**src/rtl/fetch_controller_pkg.sv**
```systemverilog
`default_nettype none
// ----------------------------------------------------------------------------
// Module   : fetch_controller_pkg
// Purpose  : Shared encodings for the fetch stage: PC-source selects, the
//            fetch sequencer state encoding and the default word size.
// Revision : 1.0 - initial release
// ----------------------------------------------------------------------------
package fetch_controller_pkg;

   // Default width of PC and return addresses
   localparam int WordSize = 16;

   // PC-source selects, shared with the fetch datapath mux
   localparam logic [1:0] PCSRC_SEQ = 2'b00;  // PC+1
   localparam logic [1:0] PCSRC_BR  = 2'b01;  // I-type / branch target
   localparam logic [1:0] PCSRC_JMP = 2'b10;  // J-type target (jump/call)
   localparam logic [1:0] PCSRC_RET = 2'b11;  // return address from RAS

   // Fetch sequencer states
   typedef enum logic [1:0] {
      ST_BOOT = 2'd0,
      ST_RUN  = 2'd1,
      ST_WAIT = 2'd2
   } fetch_state_e;

endpackage
`default_nettype wire

```
**src/rtl/fetch_controller_return_address_stack.sv**
```systemverilog
`default_nettype none
// ----------------------------------------------------------------------------
// Module   : return_address_stack
// Purpose  : Circular return-address stack. A push when full overwrites the
//            oldest entry; a pop when empty leaves the stack untouched. Both
//            cases raise a one-cycle registered error pulse.
// Revision : 1.0 - initial release
// ----------------------------------------------------------------------------
module return_address_stack
   import fetch_controller_pkg::*;
#(
   parameter int WordSize  = fetch_controller_pkg::WordSize,
   parameter int RAS_DEPTH = 4
)(
   input  logic                clk,
   input  logic                rst_n,
   input  logic                push,
   input  logic                pop,
   input  logic [WordSize-1:0] push_data,
   output logic [WordSize-1:0] top,
   output logic                empty,
   output logic                error
);

   localparam int PTR_W = $clog2(RAS_DEPTH);
   localparam int CNT_W = $clog2(RAS_DEPTH + 1);

   logic [WordSize-1:0] entries [RAS_DEPTH];
   logic [PTR_W-1:0]    ptr;        // next free slot; top lives at ptr-1
   logic [CNT_W-1:0]    count;
   logic [PTR_W-1:0]    top_index;
   logic                full;

   assign full      = (count == CNT_W'(RAS_DEPTH));
   assign empty     = (count == '0);
   assign top_index = ptr - PTR_W'(1);   // wraps because depth is a power of 2
   assign top       = empty ? '0 : entries[top_index];

   // Stack storage, pointer, occupancy and error pulse; pop wins over push
   always_ff @(posedge clk or negedge rst_n) begin
      if (!rst_n) begin
         ptr   <= '0;
         count <= '0;
         error <= 1'b0;
         for (int i = 0; i < RAS_DEPTH; i++) begin
            entries[i] <= '0;
         end
      end else begin
         error <= 1'b0;
         if (pop) begin
            if (empty) begin
               error <= 1'b1;
            end else begin
               ptr   <= ptr - PTR_W'(1);
               count <= count - CNT_W'(1);
            end
         end else if (push) begin
            entries[ptr] <= push_data;
            ptr          <= ptr + PTR_W'(1);
            if (full) begin
               error <= 1'b1;             // oldest entry lost
            end else begin
               count <= count + CNT_W'(1);
            end
         end
      end
   end

endmodule
`default_nettype wire

```
**src/rtl/fetch_controller.sv**
```systemverilog
`default_nettype none
// ----------------------------------------------------------------------------
// Module   : fetch_controller
// Purpose  : Fetch-stage sequencer. Picks the PC source, gates PC and IF/ID
//            updates, flushes IF/ID and ID/EX on redirects and stalls, waits
//            out slow instruction-memory responses and owns the RAS.
// Revision : 1.0 - initial release
// ----------------------------------------------------------------------------
module fetch_controller
   import fetch_controller_pkg::*;
#(
   parameter int WordSize  = fetch_controller_pkg::WordSize,
   parameter int RAS_DEPTH = 4,
   parameter int MAX_WAIT  = 15
)(
   input  logic                clk,
   input  logic                rst_n,
   input  logic                stall,
   input  logic                branch_taken,
   input  logic                jump,
   input  logic                call,
   input  logic                ret,
   input  logic [WordSize-1:0] call_return_pc,
   input  logic                imem_ready,
   output logic [1:0]          pc_src,
   output logic                pc_write,
   output logic                imem_abort,
   output logic                if_id_write,
   output logic                if_id_flush,
   output logic                id_ex_flush,
   output logic [WordSize-1:0] return_address,
   output logic                ras_empty,
   output logic                ras_error,
   output logic                imem_timeout
);

   localparam int WAIT_W = $clog2(MAX_WAIT + 1);

   fetch_state_e      state;
   fetch_state_e      next_state;
   logic [WAIT_W-1:0] wait_count;
   logic [WAIT_W-1:0] next_wait_count;
   logic [WAIT_W-1:0] wait_count_inc;
   logic              redirect;
   logic              ras_push;
   logic              ras_pop;

   // Saturating increment of the outstanding-access counter
   assign wait_count_inc = (wait_count == WAIT_W'(MAX_WAIT)) ? wait_count
                                                              : wait_count + WAIT_W'(1);

   // State, wait counter and sticky timeout flag
   always_ff @(posedge clk or negedge rst_n) begin
      if (!rst_n) begin
         state        <= ST_BOOT;
         wait_count   <= '0;
         imem_timeout <= 1'b0;
      end else begin
         state      <= next_state;
         wait_count <= next_wait_count;
         if (next_wait_count == WAIT_W'(MAX_WAIT)) begin
            imem_timeout <= 1'b1;
         end
      end
   end

   // Redirect priority, stall handling and imem wait sequencing
   always_comb begin
      next_state      = state;
      next_wait_count = wait_count;
      pc_src          = PCSRC_SEQ;
      pc_write        = 1'b0;
      imem_abort      = 1'b0;
      if_id_write     = 1'b1;
      if_id_flush     = 1'b0;
      id_ex_flush     = 1'b0;
      ras_push        = 1'b0;
      ras_pop         = 1'b0;
      redirect        = 1'b0;

      case (state)
         ST_BOOT: begin
            // Hold the pipeline empty for one cycle while PC/imem settle
            if_id_flush     = 1'b1;
            id_ex_flush     = 1'b1;
            next_wait_count = '0;
            next_state      = ST_RUN;
         end
         default: begin
            if (branch_taken) begin
               // Oldest instruction wins; younger ID control transfers are squashed
               pc_src      = PCSRC_BR;
               pc_write    = 1'b1;
               if_id_flush = 1'b1;
               id_ex_flush = 1'b1;
               redirect    = 1'b1;
            end else if (stall) begin
               // ID instruction holds, so its jump/call/ret waits until release
               if_id_write = 1'b0;
               id_ex_flush = 1'b1;
               if (state == ST_WAIT && !imem_ready) begin
                  next_wait_count = wait_count_inc;
               end
            end else if (ret) begin
               // ret beats a simultaneous (illegal) call: pop only
               pc_src      = PCSRC_RET;
               pc_write    = 1'b1;
               if_id_flush = 1'b1;
               ras_pop     = 1'b1;
               redirect    = 1'b1;
            end else if (call) begin
               pc_src      = PCSRC_JMP;
               pc_write    = 1'b1;
               if_id_flush = 1'b1;
               ras_push    = 1'b1;
               redirect    = 1'b1;
            end else if (jump) begin
               pc_src      = PCSRC_JMP;
               pc_write    = 1'b1;
               if_id_flush = 1'b1;
               redirect    = 1'b1;
            end else if (imem_ready) begin
               pc_write        = 1'b1;
               next_wait_count = '0;
               next_state      = ST_RUN;
            end else begin
               // No instruction yet: bubble IF/ID and keep the PC
               if_id_flush     = 1'b1;
               next_wait_count = wait_count_inc;
               next_state      = ST_WAIT;
            end

            if (redirect) begin
               imem_abort      = (state == ST_WAIT);
               next_wait_count = '0;
               next_state      = ST_RUN;
            end
         end
      endcase
   end

   return_address_stack #(
      .WordSize  (WordSize),
      .RAS_DEPTH (RAS_DEPTH)
   ) u_ras (
      .clk       (clk),
      .rst_n     (rst_n),
      .push      (ras_push),
      .pop       (ras_pop),
      .push_data (call_return_pc),
      .top       (return_address),
      .empty     (ras_empty),
      .error     (ras_error)
   );

endmodule
`default_nettype wire

```
**config.mk**
```make
export PLATFORM = sky130hd
export DESIGN_NAME = fetch_controller
export DESIGN_NICKNAME = d
export VERILOG_FILES = /design/src/rtl/fetch_controller_pkg.sv /design/src/rtl/fetch_controller_return_address_stack.sv /design/src/rtl/fetch_controller.sv
export SDC_FILE = /design/constraint.sdc
export NUM_CORES = 1
export LEC_CHECK = 0
export CAP_MARGIN = 0
export CORE_MARGIN = 2
export CORE_UTILIZATION = 30
export CTS_BUF_LIST = sky130_fd_sc_hd__clkbuf_8
export DETAILED_ROUTE_END_ITERATION = 8
export PLACE_DENSITY = 0.52
export SYNTH_ARGS = -nofsm -noshare
export SYNTH_HDL_FRONTEND = slang
export SYNTH_SLANG_ARGS = --single-unit
```
**constraint.sdc**
```tcl
create_clock -name clk -period 7.8 [get_ports clk]
set_input_delay 1.17 -clock clk [delete_from_list [all_inputs] [get_ports clk]]
set_output_delay 1.17 -clock clk [all_outputs]
set_load 0.005 [all_outputs]
```
==> flow_summary.toml <==
[finish]
drive_above_1_share_pct = 32.5
area_delta_synth_final_pct = 22.6
fillers = 1221
insertedDiodeCount = 0
fin_nets = 367

[run]
cap_viol_max_count = 0

[worst_hold_path]
whs_path_depth = 1
hp-class = "reg -> reg"

[floorplan]
rows = 41
fp.coreArea_sq_um = 12600
die_area_sq_um = 13700
fp.dieH_microns = 117
die-width_microns = 117
design.portCount = 50
initial_utilization_pct = 30.6

[setup_path]
crit_path_top_delay_cell = "clkdlybuf4s50_1"
max_stage_delay_ps = 620
worst-path-buf-inv = 2
worst_setup_path_end_kind = "output pin"
crit_chain = "clkdlybuf4s50_1, or3_1, a21oi_1, and2_2, o21ai_0, clkdlybuf4s50_1"
crit_fanout = 11
cp_common_cell = "clkdlybuf4s50_1"
crit_arrival_ps = 3330
worst-path-stages = 6
r2r_cells = 7
path_delay_family = "buffers and inverters"
worstPathRequired_ps = 6630
critPathKind = "in -> out"
cp-start-kind = "primary input"

[route]
wl_met3_microns = 262
vias_per_cell = 4.70
vias = 2417
routed_wl_mm = 8.26
drc = 0
met2_length_mm = 4.16
ant_nets = 0
routedWlPerCell_microns = 16.1
drt_iter0_drc = 133
m1WireLength_mm = 3.73
firstDrtPassIters = 4
routed.top_layer = "met4"

[run_status]
outcome = "finished clean"

[grt]
grt_pass1_vias = 2597
gr-total-overflow = 0
grt_max_degree = 78
grt_use_total_pct = 13.1
antenna_found_initial = 0
grt_pass1_wl_mm = 13.4

[power]
swShare_pct = 29.5
power_frac_seq_pct = 38.2
p_switching_uw = 506
vdd_drop_max_v = 0.000136
pwr-share-comb_pct = 41.8
p_int_mw = 1.21
leakage_nw = 2.06
power_density_nw_per_um2 = 364
p_clk_share_pct = 20.0

[synthesis]
syn-cell-area_sq_um = 3840
avgSynthCellArea_sq_um = 13.4
synth_flop_cell = "dfrtp_1"
synth-warning-count = 0
ys_types = 44
syn-num-nets = 317
synthArstFlopShare_pct = 100
synth_seq_cells = 77
ys_seq_area_share_pct = 50.2
synthCells = 287
synth_edf_count = 0

[timing]
skew_ps = 10.8
timing.final.max_slew_violations = 0
clock.fmax_mhz = 222
setup_viol = 0
rsz0062_at_grt = "no"
tns_ps = 0
fin_ws_ps = 3300
finalCritPeriodShare_pct = 57.7
hold_viol = 0
slew_headroom_pct = 34.6
finalCriticalPeriod_ps = 4500
tightest_slew_ps = 981

[clock_tree]
ctsResizeCount = 0
cts_tree = "done"
numCtsBuffers = 9
htreeDepth = 3
cts.path.max_buffers = 2
cts.sinks = 77
clock_latency_ps = 360
cts.clk_slew.worst_paths_ps = 80
hold_buffers = 0
cts_root_buffer = "clkbuf_8"
cts_setup_buffers = 0

[place]
place_congestion = 0.815
dp_slack_ps = 3330
dp_hpwl_mm = 5.42
portBuffers = 49
cell families after synthesis:
family / after synthesis / synth area share (%)
mux: 82 / 28.7
fa+ha+maj: 6 / 2.15
compound gates: 31 / 5.25
flops: 77 / 50.2
buf+inv: 21 / 2.96
simple gates: 66 / 9.87
xor+xnor: 4 / 0.913
Yosys cell counts, drive strengths merged (2+ instances only):
cell	count	share of area (%)
a31oi	2	0.33
nand2b	2	0.33
mux2	64	19
mux2i	2	0.52
a221oi	2	0.46
mux4	16	9.4
nor2	11	1.1
xnor2	2	0.46
o21ai	8	1.0
nor3	6	1.4
ha	5	1.6
dfrtp	77	50
and3	3	0.49
and2	2	0.36
a21oi	9	1.2
nor3b	2	0.39
nor2b	16	2.6
inv	9	0.88
buf	8	1.7
nand3	4	0.52
nand2	15	1.7
xor2	2	0.46
clkbuf	4	0.39
cell usage in the layout (no fill, tap or decap), types with 3 or more instances in the layout:
master           synthesis  routed
nor3_1                   4       3
nand2_2                  4       4
nand3_1                  4       4
buf_4                    0       3
o21ai_0                  8       8
nand2_1                 11      11
nor2_1                  11      11
dfrtp_1                 77      77
clkdlybuf4s50_1          0      48
a21oi_1                  9       9
mux4_2                  16      16
and3_1                   3       3
ha_1                     5       5
clkbuf_8                 0       9
inv_1                    8       8
mux2_2                  64      64
inv_6                    0       3
nor2b_1                 16      16
sequential cells by signal, summed over array words and instances (netlist names):
register and flops:
imem_timeout 1, state 2, u_ras.count 3, u_ras.entries 64, u_ras.error 1, u_ras.ptr 2, wait_count 4
metrics by stage:
stage | utilization [%] | hold WS, ps | cells | instance area (sq um) | total power [mW]
final | 37.5 | 503 | 514 | 4710 | 1.72
after global placement | 35.7 | 482 | 498 | 4480 | 1.38
after CTS | 37.5 | 507 | 514 | 4710 | 1.75
after floorplan | - | 456 | 287 | 3840 | 1.10
after global routing | 37.5 | 522 | 514 | 4710 | 1.84
after detailed placement | 35.7 | 487 | 498 | 4480 | 1.40
power by group through the flow:
stage	logic, mW	registers [mW]	clock network (mW)
after floorplan	0.465	0.634	0
after global placement	0.727	0.655	0
after detailed placement	0.738	0.662	0
after CTS	0.741	0.654	0.359
after global routing	0.787	0.677	0.374
final	0.717	0.655	0.344
layout make-up:
type / count / area, sq um / area share [%]
tap: 172 / 215 / 4.57
multi-input combinational: 189 / 1800 / 38.3
inverter: 9 / 33.8 / 0.717
sequential: 77 / 1930 / 40.9
clock inverter: 7 / 103 / 2.18
clock buffer: 9 / 124 / 2.63
timing repair buffer: 51 / 503 / 10.7
final timing paths:
kind,start,endpoint,slack [ps]
max reg2reg,u_ras.ptr[0],u_ras.ptr[1],5320
min in group asynchronous,rst_n,u_ras.entries[27],970
min,u_ras.entries[40],u_ras.entries[40],500
max,ret,if_id_flush,3300
min reg2reg,u_ras.entries[40],u_ras.entries[40],500
max in group asynchronous,rst_n,state[0],6200
metal layers:
layer	track usage (%)	vias up
met5	0	-
met2	22.6	36
met4	4.63	0
met3	3.24	7
met1	16.2	1230
li1	-	1144
Note: power is estimated with default switching activity, not from simulation.
